<file path="src/rtl/ram_fifo_ctrl_if.sv">
// Push/pop request bus plus the RAM strobe/address/data bundle of the FIFO controller.
// The slave modport is the controller's view; master is the producer/consumer/RAM side.
interface ram_fifo_ctrl_if #(
   parameter int WIDTH = 8,
   parameter int AW    = 4
);
   logic             push;
   logic [WIDTH-1:0] push_data;
   logic             pop;
   logic [WIDTH-1:0] pop_data;
   logic             pop_valid;
   logic             full;
   logic             empty;
   logic [AW:0]      count;
   logic             overflow;
   logic             underflow;
   logic             ram_write;
   logic             ram_read;
   logic [AW-1:0]    ram_wr_addr;
   logic [AW-1:0]    ram_rd_addr;
   logic [WIDTH-1:0] ram_data_in;
   logic [WIDTH-1:0] ram_data_out;

   modport slave (
      input  push, push_data, pop, ram_data_out,
      output pop_data, pop_valid, full, empty, count, overflow, underflow,
             ram_write, ram_read, ram_wr_addr, ram_rd_addr, ram_data_in
   );

   modport master (
      output push, push_data, pop, ram_data_out,
      input  pop_data, pop_valid, full, empty, count, overflow, underflow,
             ram_write, ram_read, ram_wr_addr, ram_rd_addr, ram_data_in
   );
endinterface

</file>
<file path="src/rtl/ram_fifo_ctrl.sv">
// FIFO controller for an external dual-port RAM: owns wrap-bit pointers, derives
// full/empty/count from them, and turns push/pop requests into RAM strobes.
module ram_fifo_ctrl #(
   parameter int WIDTH = 8,
   parameter int DEPTH = 16,
   parameter int AW    = $clog2(DEPTH)
) (
   input logic            clk,
   input logic            rst,
   ram_fifo_ctrl_if.slave bus
);
   typedef logic [WIDTH-1:0] data_t;
   typedef logic [AW:0]      ptr_t;

   localparam ptr_t PTR_ONE = ptr_t'(1);

   ptr_t wptr_q, wptr_d;
   ptr_t rptr_q, rptr_d;
   logic pop_valid_q, pop_valid_d;
   logic overflow_q, overflow_d;
   logic underflow_q, underflow_d;

   logic full, empty, push_ok, pop_ok;

   // The extra MSB distinguishes a full FIFO from an empty one when the low bits match.
   assign empty   = (wptr_q == rptr_q);
   assign full    = (wptr_q[AW-1:0] == rptr_q[AW-1:0]) && (wptr_q[AW] != rptr_q[AW]);
   assign push_ok = bus.push && !full && rst;
   assign pop_ok  = bus.pop && !empty && rst;

   assign bus.ram_write   = push_ok;
   assign bus.ram_read    = pop_ok;
   assign bus.ram_wr_addr = wptr_q[AW-1:0];
   assign bus.ram_rd_addr = rptr_q[AW-1:0];
   assign bus.ram_data_in = rst ? data_t'(bus.push_data) : '0;

   assign bus.pop_data  = bus.ram_data_out;
   assign bus.pop_valid = pop_valid_q;
   assign bus.full      = full;
   assign bus.empty     = empty;
   assign bus.count     = wptr_q - rptr_q;
   assign bus.overflow  = overflow_q;
   assign bus.underflow = underflow_q;

   always_comb begin
      wptr_d      = wptr_q;
      rptr_d      = rptr_q;
      pop_valid_d = pop_ok;
      overflow_d  = overflow_q;
      underflow_d = underflow_q;
      if (push_ok) wptr_d = wptr_q + PTR_ONE;
      if (pop_ok)  rptr_d = rptr_q + PTR_ONE;
      // A rejected request stays rejected even when the opposite side is accepted.
      if (bus.push && full && rst)  overflow_d  = 1'b1;
      if (bus.pop && empty && rst)  underflow_d = 1'b1;
   end

   // NOTE: state registers use non-blocking assignments so every flop samples pre-edge values.
   always_ff @(posedge clk) begin
      if (!rst) begin
         wptr_q      <= '0;
         rptr_q      <= '0;
         pop_valid_q <= 1'b0;
         overflow_q  <= 1'b0;
         underflow_q <= 1'b0;
      end else begin
         wptr_q      <= wptr_d;
         rptr_q      <= rptr_d;
         pop_valid_q <= pop_valid_d;
         overflow_q  <= overflow_d;
         underflow_q <= underflow_d;
      end
   end
endmodule

</file>
<file path="src/flat_wrapper.sv">
// flat-port wrapper written by rule: the top's interface ports become plain ports
module ram_fifo_ctrl_flat 
#(
   parameter int WIDTH = 8,
   parameter int DEPTH = 16,
   parameter int AW    = $clog2(DEPTH)
)
  (clk, rst, bus_push, bus_push_data, bus_pop, bus_ram_data_out, bus_pop_data, bus_pop_valid, bus_full, bus_empty, bus_count, bus_overflow, bus_underflow, bus_ram_write, bus_ram_read, bus_ram_wr_addr, bus_ram_rd_addr, bus_ram_data_in);
  ram_fifo_ctrl_if #(.WIDTH(WIDTH), .AW(AW)) bus_i ();
  input logic clk;
  input logic rst;
  input wire logic [$bits(bus_i.push)-1:0] bus_push;
  input wire logic [$bits(bus_i.push_data)-1:0] bus_push_data;
  input wire logic [$bits(bus_i.pop)-1:0] bus_pop;
  input wire logic [$bits(bus_i.ram_data_out)-1:0] bus_ram_data_out;
  output wire logic [$bits(bus_i.pop_data)-1:0] bus_pop_data;
  output wire logic [$bits(bus_i.pop_valid)-1:0] bus_pop_valid;
  output wire logic [$bits(bus_i.full)-1:0] bus_full;
  output wire logic [$bits(bus_i.empty)-1:0] bus_empty;
  output wire logic [$bits(bus_i.count)-1:0] bus_count;
  output wire logic [$bits(bus_i.overflow)-1:0] bus_overflow;
  output wire logic [$bits(bus_i.underflow)-1:0] bus_underflow;
  output wire logic [$bits(bus_i.ram_write)-1:0] bus_ram_write;
  output wire logic [$bits(bus_i.ram_read)-1:0] bus_ram_read;
  output wire logic [$bits(bus_i.ram_wr_addr)-1:0] bus_ram_wr_addr;
  output wire logic [$bits(bus_i.ram_rd_addr)-1:0] bus_ram_rd_addr;
  output wire logic [$bits(bus_i.ram_data_in)-1:0] bus_ram_data_in;
  assign bus_i.push = bus_push;
  assign bus_i.push_data = bus_push_data;
  assign bus_i.pop = bus_pop;
  assign bus_i.ram_data_out = bus_ram_data_out;
  assign bus_pop_data = bus_i.pop_data;
  assign bus_pop_valid = bus_i.pop_valid;
  assign bus_full = bus_i.full;
  assign bus_empty = bus_i.empty;
  assign bus_count = bus_i.count;
  assign bus_overflow = bus_i.overflow;
  assign bus_underflow = bus_i.underflow;
  assign bus_ram_write = bus_i.ram_write;
  assign bus_ram_read = bus_i.ram_read;
  assign bus_ram_wr_addr = bus_i.ram_wr_addr;
  assign bus_ram_rd_addr = bus_i.ram_rd_addr;
  assign bus_ram_data_in = bus_i.ram_data_in;
  ram_fifo_ctrl #(.WIDTH(WIDTH), .DEPTH(DEPTH), .AW(AW)) u_core (.clk(clk), .rst(rst), .bus(bus_i));
endmodule
</file>
<file path="config.mk">
export PLATFORM = sky130hd
export DESIGN_NAME = ram_fifo_ctrl_flat
export DESIGN_NICKNAME = d
export VERILOG_FILES = /design/src/rtl/ram_fifo_ctrl_if.sv /design/src/rtl/ram_fifo_ctrl.sv /design/src/flat_wrapper.sv
export SDC_FILE = /design/constraint.sdc
export NUM_CORES = 1
export LEC_CHECK = 0
export ABC_AREA = 1
export CELL_PAD_IN_SITES_DETAIL_PLACEMENT = 1
export CELL_PAD_IN_SITES_GLOBAL_PLACEMENT = 1
export CORE_MARGIN = 5
export CORE_UTILIZATION = 23
export DETAILED_ROUTE_END_ITERATION = 10
export PLACE_DENSITY_LB_ADDON = 0.1
export SLEW_MARGIN = 20
export SYNTH_ARGS = -nofsm -noshare
export SYNTH_HDL_FRONTEND = slang
export SYNTH_SLANG_ARGS = --single-unit
</file>
<file path="constraint.sdc">
create_clock -name clk -period 1.7 [get_ports clk]
set_input_delay 0.425 -clock clk [delete_from_list [all_inputs] [get_ports clk]]
set_output_delay 0.425 -clock clk [all_outputs]
set_load 0.05 [all_outputs]
</file>
# Word-level counts from Yosys, hierarchy flattened
# Index checks and enable logic that the tools add are counted.
# Widths: inputs -> output; s select.
# word_totals
regBits,13
input_bits,20
out_inout_bits,36
word_cells,23
# op_classes
addsub,3
n_eq_ne,3
muxes,1
n_reduce_logical,11
# ops
operator,count
$add 5x1->5 const B,2
$logic_and 1x1->1,9
$mux 8,1
$eq 5x5->1,1
$sub 5x5->5,1
$eq 4x4->1,1
$logic_not 1->1,2
$ne 1x1->1,1

# Longest topological paths before layout
# Gate-level depths: netlist (run 1).
# logic_depth
word_depth,5
mapped_depth,10
mapped_depth_nobuf,9

# Worst setup path before layout (run 1)
# No wires, ideal clock.
# synth_path
path_type,reg-to-output
from,register u_core.rptr_q[0]
to,output port bus_count[4]
arrival_ns,1.866
t_required_ns,1.275
slack_ns,-0.591
stages_incl_launch_ff,7
path_buffers,0
cell_sequence,dfxtp_1 ha_1 inv_1 fa_1 nand3_1 nand2_1 xor2_1
# synth_via
elab_chain_cells,1
# synth_rtl
element,line_no,source
start: declaration,ram_fifo_ctrl.sv:18,"ptr_t rptr_q, rptr_d;"
start signal: assignment,ram_fifo_ctrl.sv:68,rptr_q <= rptr_d;
$sub 5x5->5,ram_fifo_ctrl.sv:41,assign bus.count = wptr_q - rptr_q;
end: declaration,flat_wrapper.sv:20,output wire logic [$bits(bus_i.count)-1:0] bus_count;
# Every way passes these cells.

# Worst setup path in the final report (run 1)
# layout_path
from,register u_core.wptr_q[0]
to,output port bus_count[4]
# layout_via
elab_chain_cells,1
# layout_rtl
element,line_no,source
start: declaration,ram_fifo_ctrl.sv:17,"ptr_t wptr_q, wptr_d;"
start signal: assignment,ram_fifo_ctrl.sv:67,wptr_q <= wptr_d;
$sub 5x5->5,ram_fifo_ctrl.sv:41,
# Every way passes these cells.

==> results by group, run 1 <==
Timing
  – Slew of the pin with the lowest slew margin: around 260 ps
  – Relative slew slack: 0.828
  – Fin crit share: 1.21
  – Layout Skew: ~1.2 ps
  – Tmin final: just over 2000 ps
  – Final hold vios: 0
  – RSZ-0062 raised after global routing: true
  – Final setup violation count: 8
  – Pins over their slew limit: 0
  – Max Clock Freq: around 0.49 GHz
  – Final WS setup: -361 ps
  – Final setup TNS: -1950 ps
  – Worst hold slack: 451 ps

Synth
  – FF+latch count, synth: 13
  – Count leader, synth: nand2_1
  – Synth cell types: 19
  – Cell area after synthesis: just over 1000 µm²
  – Synth top cells by count: nand2_1 (37), inv_1 (26), buf_4 (16)
  – Dominant synthesized flop cell: dfxtp_1
  – FFs w/ async S/R, synth: 0
  – Ys Warns: 0
  – Register area share after synthesis: 0.252
  – Synth Net Count: between 150 and 200
  – EDFF count, synth: 0
  – Area contributors post-synth: dfxtp_1 (25%), nand2_1 (13%), buf_4 (12%)
  – Post-synth top area cell: dfxtp_1
  – Mapped Cells: about 160
  – Synth top area share: 0.252
  – Post-Syn Area per Cell: 6.53 µm²

Worst setup path
  – CP arrival: ~1600 ps
  – Worst Setup SP: u_core.wptr_q[0]
  – Worst Path Max Fanout: 2
  – Reg2Reg Depth: 10
  – Critical Path RT: 1270 ps
  – Worst reg2reg path startpoint: u_core.rptr_q[2]
  – Setup crit end: bus_count[4]
  – Crit Path Class: reg -> out
  – Reg2Reg Setup Slack: about 170 ps
  – Crit path launch type: flop
  – Reg-to-Reg End: u_core.rptr_q[3]
  – Setup crit end kind: primary output

Global route
  – Total grt overflow: 0
  – Vias in the first global route: between 1000 and 1500
  – Largest net degree at the start of global routing: 11
  – Global-route wire length before repair: roughly 5900 µm
  – GRT Overall Usage: 0.120
  – Initial antenna violation count: 0

CTS
  – Clock root cell: clkbuf_8
  – H-tree depth: 1
  – Clk Latency, worst-skew pair: approximately 240 ps
  – Total CTS buffers: 3
  – Reg clk slew, reported paths: 60 ps
  – Clock buffer depth: 2
  – Clk sink count: 13
  – Hold_buf cts: 0
  – CTS tree: built

Final layout
  – Ratio of cells with drive above 1 in the final layout: 0.510
  – Final Non-Filler Cells: 260
  – # diodes: 0
  – Area growth, synth to finish: 99.9%
  – Final nets: around 240
  – Filler Cells Inserted: between 500 and 600

Route
  – DR vias/cell: roughly 4.3
  – Via Count: 1130
  – Routed Antenna Nets: 0
  – Drt drc: 0
  – Initial drt markers: 33
  – Wire per inst: about 13 µm
  – Detailed Routing Iterations Pass 1: 4
  – WL final: roughly 3500 µm

Pwr
  – Peak supply drop: around 0.26 mV
  – Cell area power density: around 760 nW/µm²
  – Leak: roughly 0.88 nW
  – Tot Pwr: 1.57 mW

Placement
  – Port bufs: 39
  – Detailed Place HPWL: 2850 µm
  – Placed Cells: approximately 250
  – Routability congestion estimate: roughly 0.74

Run status
  – Failing checks: negative setup slack
  – Status: complete, but fails checks

Floorplan
  – Die width: 77.0 µm
  – # IOs: between 50 and 60
  – Die extent in y: between 70 and 80 µm
  – Starting Density: 0.237
  – Die area: 5920 µm²
  – Row cnt: 24
  – Total core area: ~4400 µm²

Hold path
  – Worst Hold Depth: 2
  – Worst min path class: reg -> reg

Job
  – MaxCap Viol Count: 0
-- where the power goes --
part / total [mW] / switching [mW] / internal, mW
Combinational: 0.939 / 0.506 / 0.432
Clock: 0.291 / 0.125 / 0.166
Sequential: 0.337 / 0.0135 / 0.324
Total: 1.57 / 0.645 / 0.922
-- layout make-up --
type | instances | area (µm²) | share of cell area
tap | 52 | 65.1 | 0.0316
timing repair buffer | 67 | 850 | 0.412
sequential | 13 | 269 | 0.131
clock buffer | 4 | 45.0 | 0.0219
inverter | 29 | 144 | 0.0698
multi-input combinational | 95 | 688 | 0.334
-- worst max-delay path: stages (launching register included) --
cell	delay, ps
dfxtp_2	320
inv_2	70
ha_4	120
inv_2	40
fa_2	360
nand3_2	110
nand2_4	60
xor2_4	160
buf_12	150
-- metrics by stage --
step	instance area (µm²)	utilization	worst slack (ps)
floorplan	1180	-	-189
detailed placement	1900	0.436	-164
global route	2060	0.473	-427
finish	2060	0.473	-361
global placement	1900	0.436	-133
CTS	2040	0.468	-366
-- cells by family (layout without fill, tap and decap cells) --
logic type / count (synthesis) / count (layout) / synth area share
AO/OA/AOI/OAI: 9 / 9 / 0.0437
XOR/XNOR: 3 / 3 / 0.0255
adder cells (fa/ha/maj): 7 / 7 / 0.0922
buffers and inverters: 50 / 100 / 0.255
flip-flops: 13 / 13 / 0.252
AND/OR/NAND/NOR: 76 / 76 / 0.331
-- worst min path at each step --
stage                     slack (ps)                 start                    to
after detailed placement         440  u_core.bus.underflow  u_core.bus.underflow
after floorplan                  460      u_core.rptr_q[1]      u_core.rptr_q[1]
after CTS                        450  u_core.bus.underflow  u_core.bus.underflow
after global routing             470  u_core.bus.underflow  u_core.bus.underflow
after global placement           440  u_core.bus.underflow  u_core.bus.underflow
final                            450   u_core.bus.overflow   u_core.bus.overflow
-- state kept, by name, indices dropped and copies added (netlist names) --
register,cells
u_core.bus.underflow,1
u_core.rptr_q,5
u_core.bus.overflow,1
u_core.bus.pop_valid,1
u_core.wptr_q,5
-- repair_timing --
action	CTS	global route
endpoints found under the hold margin	0	0
resized for setup	20	3
endpoints found under the setup margin	17	8
pin swaps	9	7
buffers inserted	3	1
cloned	1	0
-- layout by cell type (no fill, tap or decap), drive strengths merged, types with 3 or more instances in the layout --
cell type and instances:
clkbuf 4, inv 21, dfxtp 13, nand3 11, buf 56, clkdlybuf4s50 10
clkinvlp 8, nand4 6, ha 6, a21oi 8, nor2 16, xor2 3
nand2 43
-- layer usage --
layer  wire, µm  track usage
met5          0            0
met3        200       0.0281
met2       1950        0.226
met4         41       0.0420
met1       1290        0.128
Power figures use the tool's default switching activity.
==> inputs of run 2 (changes only) <==
--- a/config.mk
+++ b/config.mk
@@ -10,6 +10,7 @@
 export CELL_PAD_IN_SITES_GLOBAL_PLACEMENT = 1
 export CORE_MARGIN = 5
 export CORE_UTILIZATION = 23
+export CTS_CLUSTER_SIZE = 10
 export DETAILED_ROUTE_END_ITERATION = 10
 export PLACE_DENSITY_LB_ADDON = 0.1
 export SLEW_MARGIN = 20
==> results of run 2 <==
Final layout, timing and power as in run 1 (identical DEF).
